<file path="src/rtl/sqrt_sched_pkg.sv">
// Shared definitions for sqrt_req_scheduler: FSM state encoding and default watchdog limit.
package sqrt_sched_pkg;

    typedef enum logic [1:0] {
        StIdle  = 2'd0,
        StIssue = 2'd1,
        StWait  = 2'd2,
        StResp  = 2'd3
    } sched_state_e;

    localparam int unsigned DefaultTimeoutCycles = 64;

endpackage

</file>
<file path="src/rtl/rr_arbiter.sv">
// Combinational round-robin picker: first requester at or above ptr, wrapping modulo NUM_REQ.
module rr_arbiter #(
    parameter int unsigned NUM_REQ  = 4,
    parameter int unsigned ID_WIDTH = 2
) (
    input  logic [NUM_REQ-1:0]  req,
    input  logic [ID_WIDTH-1:0] ptr,
    input  logic                en,
    output logic [NUM_REQ-1:0]  grant,
    output logic [ID_WIDTH-1:0] grant_idx,
    output logic                grant_valid
);

    logic [ID_WIDTH-1:0] cand;

    always_comb begin
        grant       = '0;
        grant_idx   = '0;
        grant_valid = 1'b0;
        cand        = '0;
        for (int unsigned i = 0; i < NUM_REQ; i++) begin
            cand = ID_WIDTH'((32'(ptr) + i) % NUM_REQ);
            if (en && !grant_valid && req[cand]) begin
                grant[cand] = 1'b1;
                grant_idx   = cand;
                grant_valid = 1'b1;
            end
        end
    end

endmodule

</file>
<file path="src/rtl/sqrt_req_scheduler.sv">
// Shares one start/done sqrt engine between NUM_REQ requesters, one job in flight at a time.
// Optional engine watchdog enabled by defining SQRT_REQ_SCHED_TIMEOUT_EN.
module sqrt_req_scheduler
    import sqrt_sched_pkg::*;
#(
    parameter int unsigned NUM_REQ        = 4,
    parameter int unsigned DATA_WIDTH     = 32,
    parameter int unsigned ID_WIDTH       = 2,
    parameter int unsigned TIMEOUT_CYCLES = DefaultTimeoutCycles
) (
    input  logic                          clk,
    input  logic                          rst,
    input  logic [NUM_REQ-1:0]            req_valid,
    input  logic [NUM_REQ*DATA_WIDTH-1:0] req_data,
    output logic [NUM_REQ-1:0]            req_ready,
    output logic                          eng_start,
    output logic [DATA_WIDTH-1:0]         eng_radicand,
    input  logic                          eng_done,
    input  logic [DATA_WIDTH-1:0]         eng_result,
    output logic                          rsp_valid,
    input  logic                          rsp_ready,
    output logic [ID_WIDTH-1:0]           rsp_id,
    output logic [DATA_WIDTH-1:0]         rsp_data,
    output logic                          rsp_err
);

    typedef struct packed {
        logic [ID_WIDTH-1:0]   id;
        logic [DATA_WIDTH-1:0] data;
        logic                  err;
    } rsp_t;

    sched_state_e          state_q, state_d;
    logic [ID_WIDTH-1:0]   rr_ptr_q, rr_ptr_d;
    logic [DATA_WIDTH-1:0] radicand_q, radicand_d;
    rsp_t                  rsp_q, rsp_d;

    logic [NUM_REQ-1:0]    grant;
    logic [ID_WIDTH-1:0]   grant_idx;
    logic                  grant_valid;
    logic                  arb_en;
    logic [DATA_WIDTH-1:0] granted_data;
    logic                  expired;

    // Gating on rst keeps req_ready low while reset is asserted.
    assign arb_en = (state_q == StIdle) && !rst;

    rr_arbiter #(
        .NUM_REQ (NUM_REQ),
        .ID_WIDTH(ID_WIDTH)
    ) u_arb (
        .req        (req_valid),
        .ptr        (rr_ptr_q),
        .en         (arb_en),
        .grant      (grant),
        .grant_idx  (grant_idx),
        .grant_valid(grant_valid)
    );

    always_comb begin
        granted_data = '0;
        for (int i = 0; i < NUM_REQ; i++) begin
            if (grant[i]) granted_data = req_data[i*DATA_WIDTH +: DATA_WIDTH];
        end
    end

`ifdef SQRT_REQ_SCHED_TIMEOUT_EN
    localparam int unsigned TimerWidth = (TIMEOUT_CYCLES > 1) ? $clog2(TIMEOUT_CYCLES) : 1;

    logic [TimerWidth-1:0] timer_q, timer_d;

    assign expired = (32'(timer_q) == TIMEOUT_CYCLES - 1);

    always_comb begin
        timer_d = timer_q;
        if (state_q == StIssue) begin
            timer_d = '0;
        end else if (state_q == StWait && !expired) begin
            timer_d = timer_q + 1'b1;
        end
    end

    always_ff @(posedge clk) begin
        if (rst) timer_q <= '0;
        else     timer_q <= timer_d;
    end
`else
    assign expired = 1'b0;
`endif

    always_comb begin
        state_d    = state_q;
        rr_ptr_d   = rr_ptr_q;
        radicand_d = radicand_q;
        rsp_d      = rsp_q;
        unique case (state_q)
            StIdle: begin
                if (grant_valid) begin
                    radicand_d = granted_data;
                    rsp_d.id   = grant_idx;
                    rr_ptr_d   = (32'(grant_idx) == NUM_REQ - 1) ? '0 : grant_idx + 1'b1;
                    state_d    = StIssue;
                end
            end
            StIssue: state_d = StWait;
            StWait: begin
                // A done landing on the expiry cycle takes priority over the watchdog.
                if (eng_done) begin
                    rsp_d.data = eng_result;
                    rsp_d.err  = 1'b0;
                    state_d    = StResp;
                end else if (expired) begin
                    rsp_d.data = '0;
                    rsp_d.err  = 1'b1;
                    state_d    = StResp;
                end
            end
            StResp: begin
                if (rsp_ready) state_d = StIdle;
            end
            default: state_d = StIdle;
        endcase
    end

    always_ff @(posedge clk) begin
        if (rst) begin
            state_q    <= StIdle;
            rr_ptr_q   <= '0;
            radicand_q <= '0;
            rsp_q      <= '0;
        end else begin
            state_q    <= state_d;
            rr_ptr_q   <= rr_ptr_d;
            radicand_q <= radicand_d;
            rsp_q      <= rsp_d;
        end
    end

    assign req_ready    = grant;
    assign eng_start    = (state_q == StIssue);
    assign eng_radicand = radicand_q;
    assign rsp_valid    = (state_q == StResp);
    assign rsp_id       = rsp_q.id;
    assign rsp_data     = rsp_q.data;
    assign rsp_err      = rsp_q.err;

endmodule

</file>
<file path="config.mk">
export PLATFORM = sky130hd
export DESIGN_NAME = sqrt_req_scheduler
export DESIGN_NICKNAME = d
export VERILOG_FILES = /design/src/rtl/sqrt_sched_pkg.sv /design/src/rtl/rr_arbiter.sv /design/src/rtl/sqrt_req_scheduler.sv
export SDC_FILE = /design/constraint.sdc
export NUM_CORES = 1
export LEC_CHECK = 0
export BUFFER_PORTS_ARGS = -buffer_cell sky130_fd_sc_hd__buf_2
export CAP_MARGIN = 10
export CORE_AREA = 5 5 118 120
export DETAILED_ROUTE_END_ITERATION = 16
export DIE_AREA = 0 0 123 125
export PLACE_DENSITY_LB_ADDON = 0.12
export RECOVER_POWER = 50
export SLEW_MARGIN = 20
export SYNTH_ARGS = -nofsm -noshare
export SYNTH_HDL_FRONTEND = slang
export SYNTH_HIERARCHICAL = 1
export SYNTH_SLANG_ARGS = --single-unit
</file>
<file path="constraint.sdc">
create_clock -name clk -period 3.44 [get_ports clk]
set_input_delay 0.516 -clock clk [delete_from_list [all_inputs] [get_ports clk]]
set_output_delay 0.516 -clock clk [all_outputs]
set_load 0.02 [all_outputs]
</file>
==> results.cfg, run 1 <==
[critical_path]
worstSetupPathType = flip-flop to primary output
cp_cell_sequence = buf_4 -> mux4_2 -> nor4b_4 -> a221o_1 -> buf_6 -> buf_2
cpLargestDelayFamily = buffers and inverters
rr_startpoint = rr_ptr_q[0]$_SDFFE_PP0P_
arrival_ns = 2.76
crit_path_top_delay_cell = mux4_2
setup.worst_path.start = rr_ptr_q[0]$_SDFFE_PP0P_
critPathRequiredTime_ns = 2.92
end_kind = primary output
start_kind = flip-flop
slowest_delay_ns = 0.61
critPathBufInv = 3
critPathMaxFanout = 30

[min_path]
hold_class = primary input to flip-flop
min-delay-start = eng_result[17]

[outcome]
violations = max-capacitance violations, max-slew violations
status = complete, but fails checks

[clocking]
h-tree-depth = 3
clk_latency_ns = 0.33
cts_num_sinks = 70
postCtsSetupRepairBufs = 0
cts_max_path_buffers = 2
cts-root-buf = clkbuf_16
clkTransAtPathRegs_ns = 0.06
cts_buffers = 9
cts_tree = yes

[global_route]
grt_overflow = 0
grt.busiest_layer = met2
use_met1_pct = 21.33
grt_max_degree = 69
use_met2_pct = 33.00
grt.met3_usage_pct = 4.833
track_usage_pct = 18.42
grt_pass1_wl_um = 22470
antenna_found_initial = 1
grt_pass1_vias = 4342

[synthesis]
synth_edf_count = 0
synth_most_common_cell = nand2_1
ys_ff_latch = 70
syn_area_per_cell_um2 = 8.797
synth_cells = 449
synthArstFlopShare_pct = 0
synth_top_area_share_pct = 35.48
synth_area_um2 = 3950
yosys.area.top_type = dfxtp_1
ys_types = 45
synth_area_leaders = dfxtp_1 (35%), a222oi_1 (7.6%), nand2_1 (7.5%), nand4b_1 (6.9%), a211oi_2 (6.3%)
ys_seq_area_share_pct = 35.48
synthesis.nets = 630
yosysWarnings = 6
synthFlopType = dfxtp_1
synthTopCellsByCount = nand2_1 (79), dfxtp_1 (70), a21oi_1 (42)

[sta]
worst_pin_slew_ns = 1.648
slew_headroom_pct = -9.951
grt_setup_unrepaired = no
hold_violations = 0
skew_ns = 0.003211
slew_violations = 33
finalCritPeriodShare_pct = 95.26
fmax_mhz = 305.2
setup_viol = 0
post-route-min-period_ns = 3.277
fin_ws_ns = 0.1631
setup_tns_ns = 0

[route]
drt-total-wl_um = 14940
first_pass_iters = 7
ant_nets = 0
drc = 0
dr.first_iter.drc_count = 344
vias_per_cell = 5.281
wl_per_cell_um = 17.62
vias = 4478

[floorplanning]
coreArea_um2 = 12870
die_w_um = 123
die-area_um2 = 15380
pin_count = 241
floorplan.initialDensity_pct = 30.68
num_rows = 42
die_h_um = 125

[placed_design]
dp_hpwl_um = 10900
dp_cells = 833
placed_area_um2 = 5330
dp_slack_ns = 0.3178
gp_congestion = 0.8394
port_buffers = 239

[finish]
syn2layout_area_growth_pct = 40.54
nFillCells = 1327
final_area_um2 = 5552
nets = 849
drive_gt1_share_pct = 35.47
fin_util_pct = 43.12
layout.cells.non_filler = 848

[power]
p_per_area_nw_per_um2 = 738.2
ir_drop_v = 0.0003176
power_leakage_nw = 2.134

[flow_run]
drv_cap = 1
cell usage in the layout, fill, tap and decap left out, types with 2 or more instances in the layout:
cell type | synthesis | routed
or3_1 | 2 | 2
a221o_1 | 5 | 5
a311oi_1 | 2 | 2
nand4b_1 | 31 | 31
buf_2 | 17 | 172
buf_4 | 6 | 13
mux2i_1 | 4 | 4
clkbuf_16 | 0 | 9
dfxtp_1 | 70 | 70
o211ai_1 | 3 | 3
nor2_1 | 3 | 2
inv_1 | 8 | 8
nor2b_1 | 9 | 8
clkbuf_1 | 24 | 67
a211oi_2 | 20 | 20
nand3b_1 | 2 | 2
a211oi_1 | 10 | 10
a222oi_1 | 30 | 30
a21oi_1 | 42 | 42
mux2_2 | 3 | 3
nand3_1 | 3 | 3
clkinv_2 | 0 | 2
buf_12 | 0 | 4
nand2_1 | 79 | 78
o21ai_0 | 34 | 34
a22oi_1 | 4 | 4
mux4_2 | 3 | 3
ha_1 | 13 | 13
routing by layer:
layer / up-vias / wire (um)
met2: 203 / 7585
li1: 2151 / -
met1: 2114 / 5854
met4: 0 / 131
met5: - / 0
met3: 10 / 1369
area by class of cell:
type	count	area, um^2	share of cell area, %
Inverter	8	30.03	0.5409
Tap cell	176	220.2	3.967
Clock buffer	10	239.0	4.305
Multi-Input combinational cell	322	2308	41.58
Timing Repair Buffer	257	1301	23.44
Sequential cell	70	1401	25.24
Antenna cell	1	2.502	0.04508
Clock inverter	4	48.80	0.8790
registers in the layout (all words and copies together), names as in the netlist:
name	count
rsp_id	2
state_q	2
rsp_data	32
rr_ptr_q	2
eng_radicand	32
per-stage QoR:
stage	hold slack, ns	power, mW
final	0.4202	4.098
after global routing	0.4100	4.389
after CTS	0.4054	4.190
after detailed placement	0.4440	3.252
after global placement	0.4394	3.219
after floorplan	0.4677	2.542
worst paths after layout:
check | slack [ns] | end | cells after the start
max | 0.16 | req_ready[2] | 6
max reg2reg | 0.42 | eng_radicand[12]$_SDFFE_PP0P_ | 10
min reg2reg | 0.45 | rsp_data[18]$_SDFFE_PP0P_ | 2
min | 0.42 | rsp_data[17]$_SDFFE_PP0P_ | 3
worst reg2reg max path: cells and delay by family, from the launching register on:
| family | cells | cell delay, ns |
|---|---|---|
| AO/OA/AOI/OAI | 4 | 1.02 |
| AND/OR/NAND/NOR | 3 | 0.40 |
| multiplexers | 1 | 0.61 |
| flip-flops | 1 | 0.33 |
| buffers and inverters | 2 | 0.48 |
power by group:
part | switching (mW) | total [mW] | internal, mW
Clock | 0.338 | 0.909 | 0.571
Sequential | 0.110 | 1.14 | 1.03
Combinational | 1.31 | 2.05 | 0.746
cell families (layout without fill, tap and decap cells):
kind of cell,after synthesis,in the layout,synth area share (%)
AOI/OAI and AO/OA,158,158,30.03
and+or+nand+nor,140,140,19.80
DFF,70,70,35.48
buffers and inverters,57,279,6.905
adders and majority gates,13,13,4.118
muxes,10,10,3.579
other,1,2,0.09494
repair_timing:
action                                 in CTS  in global routing
hold buffers                                0                  0
endpoints found under the hold margin       0                  0
gates resized for setup                     0                  2
setup endpoints to repair                   0                  1
Power figures use the tool's default switching activity.
==> inputs of run 2 (changes only) <==
--- a/config.mk
+++ b/config.mk
@@ -7,9 +7,11 @@
 export LEC_CHECK = 0
 export BUFFER_PORTS_ARGS = -buffer_cell sky130_fd_sc_hd__buf_2
 export CAP_MARGIN = 10
-export CORE_AREA = 5 5 118 120
+export CELL_PAD_IN_SITES_DETAIL_PLACEMENT = 0
+export CELL_PAD_IN_SITES_GLOBAL_PLACEMENT = 1
+export CORE_AREA = 5 5 121 123
 export DETAILED_ROUTE_END_ITERATION = 16
-export DIE_AREA = 0 0 123 125
+export DIE_AREA = 0 0 126 128
 export PLACE_DENSITY_LB_ADDON = 0.12
 export RECOVER_POWER = 50
 export SLEW_MARGIN = 20
==> run 2 against run 1 <==
Net effect:
- the run still ends with max-capacitance violations, max-slew violations left
- via count increased by 0.71%
- clock power increased by 6.5%
- count of clock-buffer cells in the layout decreased by 1
- total power increased by 2.0%
- highest routed layer unchanged
==> results.cfg, run 2 (synthesis gave the netlist of run 1 again) <==
[outcome]
status = complete, but fails checks
violations = max-capacitance violations, max-slew violations

[global_route]
grt_max_degree = 69
grt_pass1_wl_um = 24200
grt_pass1_vias = 4428
use_met1_pct = 23.04
grt_overflow = 0
use_met2_pct = 32.39
track_usage_pct = 18.78
grt.busiest_layer = met2
grt.met3_usage_pct = 5.042
antenna_found_initial = 0

[critical_path]
rr_startpoint = rr_ptr_q[0]$_SDFFE_PP0P_
end_kind = primary output
setup.worst_path.start = rr_ptr_q[0]$_SDFFE_PP0P_
worstSetupPathType = flip-flop to primary output
arrival_ns = 2.70
r2r_slack_ns = 0.34
critPathRequiredTime_ns = 2.92
start_kind = flip-flop
critPathMaxFanout = 36

[placed_design]
port_buffers = 239
dp_hpwl_um = 11380
placed_area_um2 = 5335
gp_congestion = 0.8969
dp_cells = 837

[power]
power_leakage_nw = 2.139
p_per_area_nw_per_um2 = 749.4
ir_drop_v = 0.0002309
report.power.total_mw = 4.179

[finish]
syn2layout_area_growth_pct = 41.18
final_area_um2 = 5577
drive_gt1_share_pct = 35.66
final_cell_mix = buf_2 (172), nand2_1 (78), dfxtp_1 (70), clkbuf_1 (67), a21oi_1 (42)
nFillCells = 1473
nets = 849
n_antenna_cell = 0
layout.cells.non_filler = 853
final_common_cell = buf_2

[clocking]
cts_max_path_buffers = 2
clkTransAtPathRegs_ns = 0.06
cts_tree = yes
clk_latency_ns = 0.34
cts_hold_buf = 0
h-tree-depth = 3
postCtsSetupRepairBufs = 0
cts-root-buf = clkbuf_16
cts_num_sinks = 70
ctsResizeCount = 0
cts_buffers = 9

[sta]
setup_viol = 0
finalCritPeriodShare_pct = 93.51
post-route-min-period_ns = 3.217
worst_pin_slew_ns = 1.652
grt_setup_unrepaired = no
hold_violations = 0
slew_violations = 33
slew_headroom_pct = -10.18
fmax_mhz = 310.9
setup_tns_ns = 0
skew_ns = 0.003649

[floorplanning]
floorplan.initialDensity_pct = 29.13
num_rows = 43
pin_count = 241
die_h_um = 128
die-area_um2 = 16130
die_w_um = 126
coreArea_um2 = 13560

[route]
ant_nets = 0
dr.first_iter.drc_count = 374
first_pass_iters = 7
vias_per_cell = 5.287
drt-total-wl_um = 15750
vias = 4510
wl_per_cell_um = 18.47
drc = 0

[min_path]
min-delay-start = eng_result[20]
hold_class = primary input to flip-flop

[flow_run]
drv_cap = 1
[run 2: cell count changes in the layout (fill, tap and decap cells not counted)]
cell / change
clkinvlp_4: +1
nor2b_4: +1
inv_8: +1
diode_2: -1
inv_6: +3
clkbuf_8: -1
nor2b_2: -1
clkinv_4: -1
clkinv_2: -1
[run 2: power breakdown]
part | total, mW | switching [mW] | internal (mW)
combinational | 2.08 | 1.33 | 0.752
sequential | 1.13 | 0.108 | 1.02
clock | 0.968 | 0.395 | 0.573
total | 4.18 | 1.83 | 2.35
[run 2: metal layers]
metal | wire (um) | share of wire [%]
met1 | 6457 | 41
met2 | 7748 | 49
met3 | 1323 | 8.4
met4 | 225 | 1.4
met5 | 0 | 0
[run 2: final timing paths]
kind / to / cells past startpoint
setup / recovery: req_ready[2] / 7
hold / removal: rsp_data[20]$_SDFFE_PP0P_ / 3
setup reg to reg: eng_radicand[25]$_SDFFE_PP0P_ / 12
hold reg to reg: rsp_data[0]$_SDFFE_PP0P_ / 2
[run 2: cell type report]
type,instances,area [um^2],area share [%]
multi-input cells,322,2313,41.49
flip-flops and latches,70,1401,25.13
repair buffers,257,1301,23.33
well taps,180,225.2,4.039
clock buffers,9,225.2,4.039
inverters,8,30.03,0.5385
clock inverters,7,80.08,1.436
[run 2: per-stage QoR]
| stage | hold WS [ns] | utilization (%) | worst slack, ns |
|---|---|---|---|
| global placement | 0.4387 | 39.35 | 0.1560 |
| CTS | 0.3953 | 41.60 | 0.08261 |
| finish | 0.4122 | 41.13 | 0.2233 |
| global route | 0.4034 | 41.13 | 0.09296 |
| detailed placement | 0.4439 | 39.35 | 0.06582 |
| floorplan | 0.4677 | - | 0.2015 |
[run 2: worst max-delay path, stage by stage, from the launching register on]
cell,delay [ns]
dfxtp_1,0.37
inv_1,0.08
ha_1,0.32
mux4_2,0.36
nor4b_4,0.39
a221o_1,0.29
buf_6,0.32
buf_2,0.23
==> inputs of run 3 (changes only) <==
--- a/config.mk
+++ b/config.mk
@@ -12,8 +12,10 @@
 export CORE_AREA = 5 5 121 123
 export DETAILED_ROUTE_END_ITERATION = 16
 export DIE_AREA = 0 0 126 128
+export MAX_ROUTING_LAYER = met4
 export PLACE_DENSITY_LB_ADDON = 0.12
 export RECOVER_POWER = 50
+export REMOVE_ABC_BUFFERS = 1
 export SLEW_MARGIN = 20
 export SYNTH_ARGS = -nofsm -noshare
 export SYNTH_HDL_FRONTEND = slang
==> run 3 against run 2 <==
Net effect:
- the flow now finishes without violations
- die area is the same
- total power shrank 0.99%
- setup slack lost 0.059 ns
- worst hold slack gained 0.0014 ns
- cell count grew 0.23%
- wire length grew 2.8%
- maximum frequency shrank 1.8%
- global-route usage grew 0.74 points
- critical endpoint unchanged
- largest cell class unchanged
==> results.cfg, run 3 (synthesis gave the netlist of run 1 again) <==
[outcome]
status = finished, final reports clean

[critical_path]
path_depth = 7
cp_cell_sequence = inv_1 -> ha_1 -> mux4_2 -> nor4b_2 -> a221o_1 -> buf_6 -> buf_2
critPathMaxFanout = 36
arrival_ns = 2.76
slowest_delay_ns = 0.43
crit_path_top_delay_cell = nor4b_2
critPathBufInv = 3
r2r_cells = 12
critPathRequiredTime_ns = 2.92
worstSetupPathType = flip-flop to primary output
end_kind = primary output
cpLargestDelayFamily = buffers and inverters
start_kind = flip-flop

[finish]
final_cell_mix = buf_2 (172), nand2_1 (79), dfxtp_1 (70), clkbuf_1 (68), a21oi_1 (42)
fin_util_pct = 40.98
final_common_cell = buf_2
nFillCells = 1499
n_antenna_cell = 0
nets = 851
drive_gt1_share_pct = 35.70
syn2layout_area_growth_pct = 40.67
layout.cells.non_filler = 855

[global_route]
grt_overflow = 0
grt_pass1_vias = 4294
antenna_found_initial = 0
track_usage_pct = 19.52
grt_pass1_wl_um = 24260
grt_max_degree = 69

[clocking]
h-tree-depth = 3
cts_buffers = 9
cts-root-buf = clkbuf_16
cts_tree = yes
cts_max_path_buffers = 2
clkTransAtPathRegs_ns = 0.06
cts_num_sinks = 70
clk_latency_ns = 0.34

[route]
vias = 4507
drc = 0
dr.first_iter.drc_count = 365
ant_nets = 0
drt-total-wl_um = 16200
vias_per_cell = 5.271
first_pass_iters = 9
wl_per_cell_um = 18.95

[sta]
fmax_mhz = 305.3
setup_viol = 0
hold_violations = 0
holdWs_ns = 0.4136
slew_headroom_pct = 26.32
post-route-min-period_ns = 3.276
slew_violations = 0
worst_pin_slew_ns = 1.102
fin_ws_ns = 0.1644
grt_setup_unrepaired = no
skew_ns = 0.005967
finalCritPeriodShare_pct = 95.22

[power]
ir_drop_v = 0.0002202
power_leakage_nw = 2.143
p_per_area_nw_per_um2 = 744.6
report.power.total_mw = 4.138

[min_path]
hold_class = primary input to flip-flop
holdPathStages = 3

[floorplanning]
coreArea_um2 = 13560
die-area_um2 = 16130
pin_count = 241
die_w_um = 126
floorplan.initialDensity_pct = 29.13
die_h_um = 128
num_rows = 43

[placed_design]
gp_congestion = 0.9043
port_buffers = 239
dp_hpwl_um = 11880
dp_cells = 839
dp_slack_ns = 0.1042

[flow_run]
drv_cap = 0
-- run 3: cell types whose count changed in the layout (fill, tap and decap cells not counted), sizes merged --
cell,previous run,this run
inv,12,9
clkinv,1,3
clkbuf,76,78
clkinvlp,1,0
buf,190,192
-- run 3: final timing paths --
kind | from | to | slack, ns
setup / recovery | rr_ptr_q[1]$_SDFFE_PP0P_ | req_ready[2] | 0.16
hold / removal | eng_result[11] | rsp_data[11]$_SDFFE_PP0P_ | 0.41
setup reg to reg | rr_ptr_q[1]$_SDFFE_PP0P_ | eng_radicand[2]$_SDFFE_PP0P_ | 0.26
hold reg to reg | rsp_data[23]$_SDFFE_PP0P_ | rsp_data[23]$_SDFFE_PP0P_ | 0.45
-- run 3: final cells by class --
class / instances / area, um^2 / area share, %
multi-input combinational: 322 / 2296 / 41.32
sequential: 70 / 1401 / 25.22
timing repair buffer: 259 / 1304 / 23.46
clock buffer: 11 / 242.7 / 4.368
tap: 180 / 225.2 / 4.053
clock inverter: 5 / 57.56 / 1.036
inverter: 8 / 30.03 / 0.5404
-- run 3: timing repair --
action / in CTS / in global routing
setup buffers: 0 / 0
hold buffers: 0 / 0
resized for setup: 0 / 3
endpoints found under the hold margin: 0 / 0
endpoints found under the setup margin: 0 / 4
-- run 3: tightest hold or removal path, delay by kind of cell --
family          cells  cell delay (ns)
compound gates      1             0.05
buf+inv             1             0.09
simple gates        1             0.04
-- run 3: stage by stage --
stage / setup TNS (ns) / area [um^2]
2_1_floorplan: -78.21 / 3707
3_3_place_gp: 0 / 5330
3_5_place_dp: 0 / 5330
4_1_cts: 0 / 5630
5_1_grt: 0 / 5557
6_report: 0 / 5557
-- run 3: routing by layer --
layer / track usage [%] / part of all wire [%] / vias up
met2: 33.33 / 50 / 162
li1: - / - / 2150
met1: 23.37 / 43 / 2180
met3: 4.292 / 5.5 / 15
met5: - / 0 / -
met4: 5.237 / 1.2 / 0
-- run 3: where the power goes --
part           leakage (nW)  switching, mW  total [mW]  internal (mW)
Clock                 0.150          0.359       0.941          0.582
Sequential            0.570          0.116        1.14           1.03
Combinational          1.42           1.32        2.06          0.736
Total                  2.14           1.79        4.14           2.34
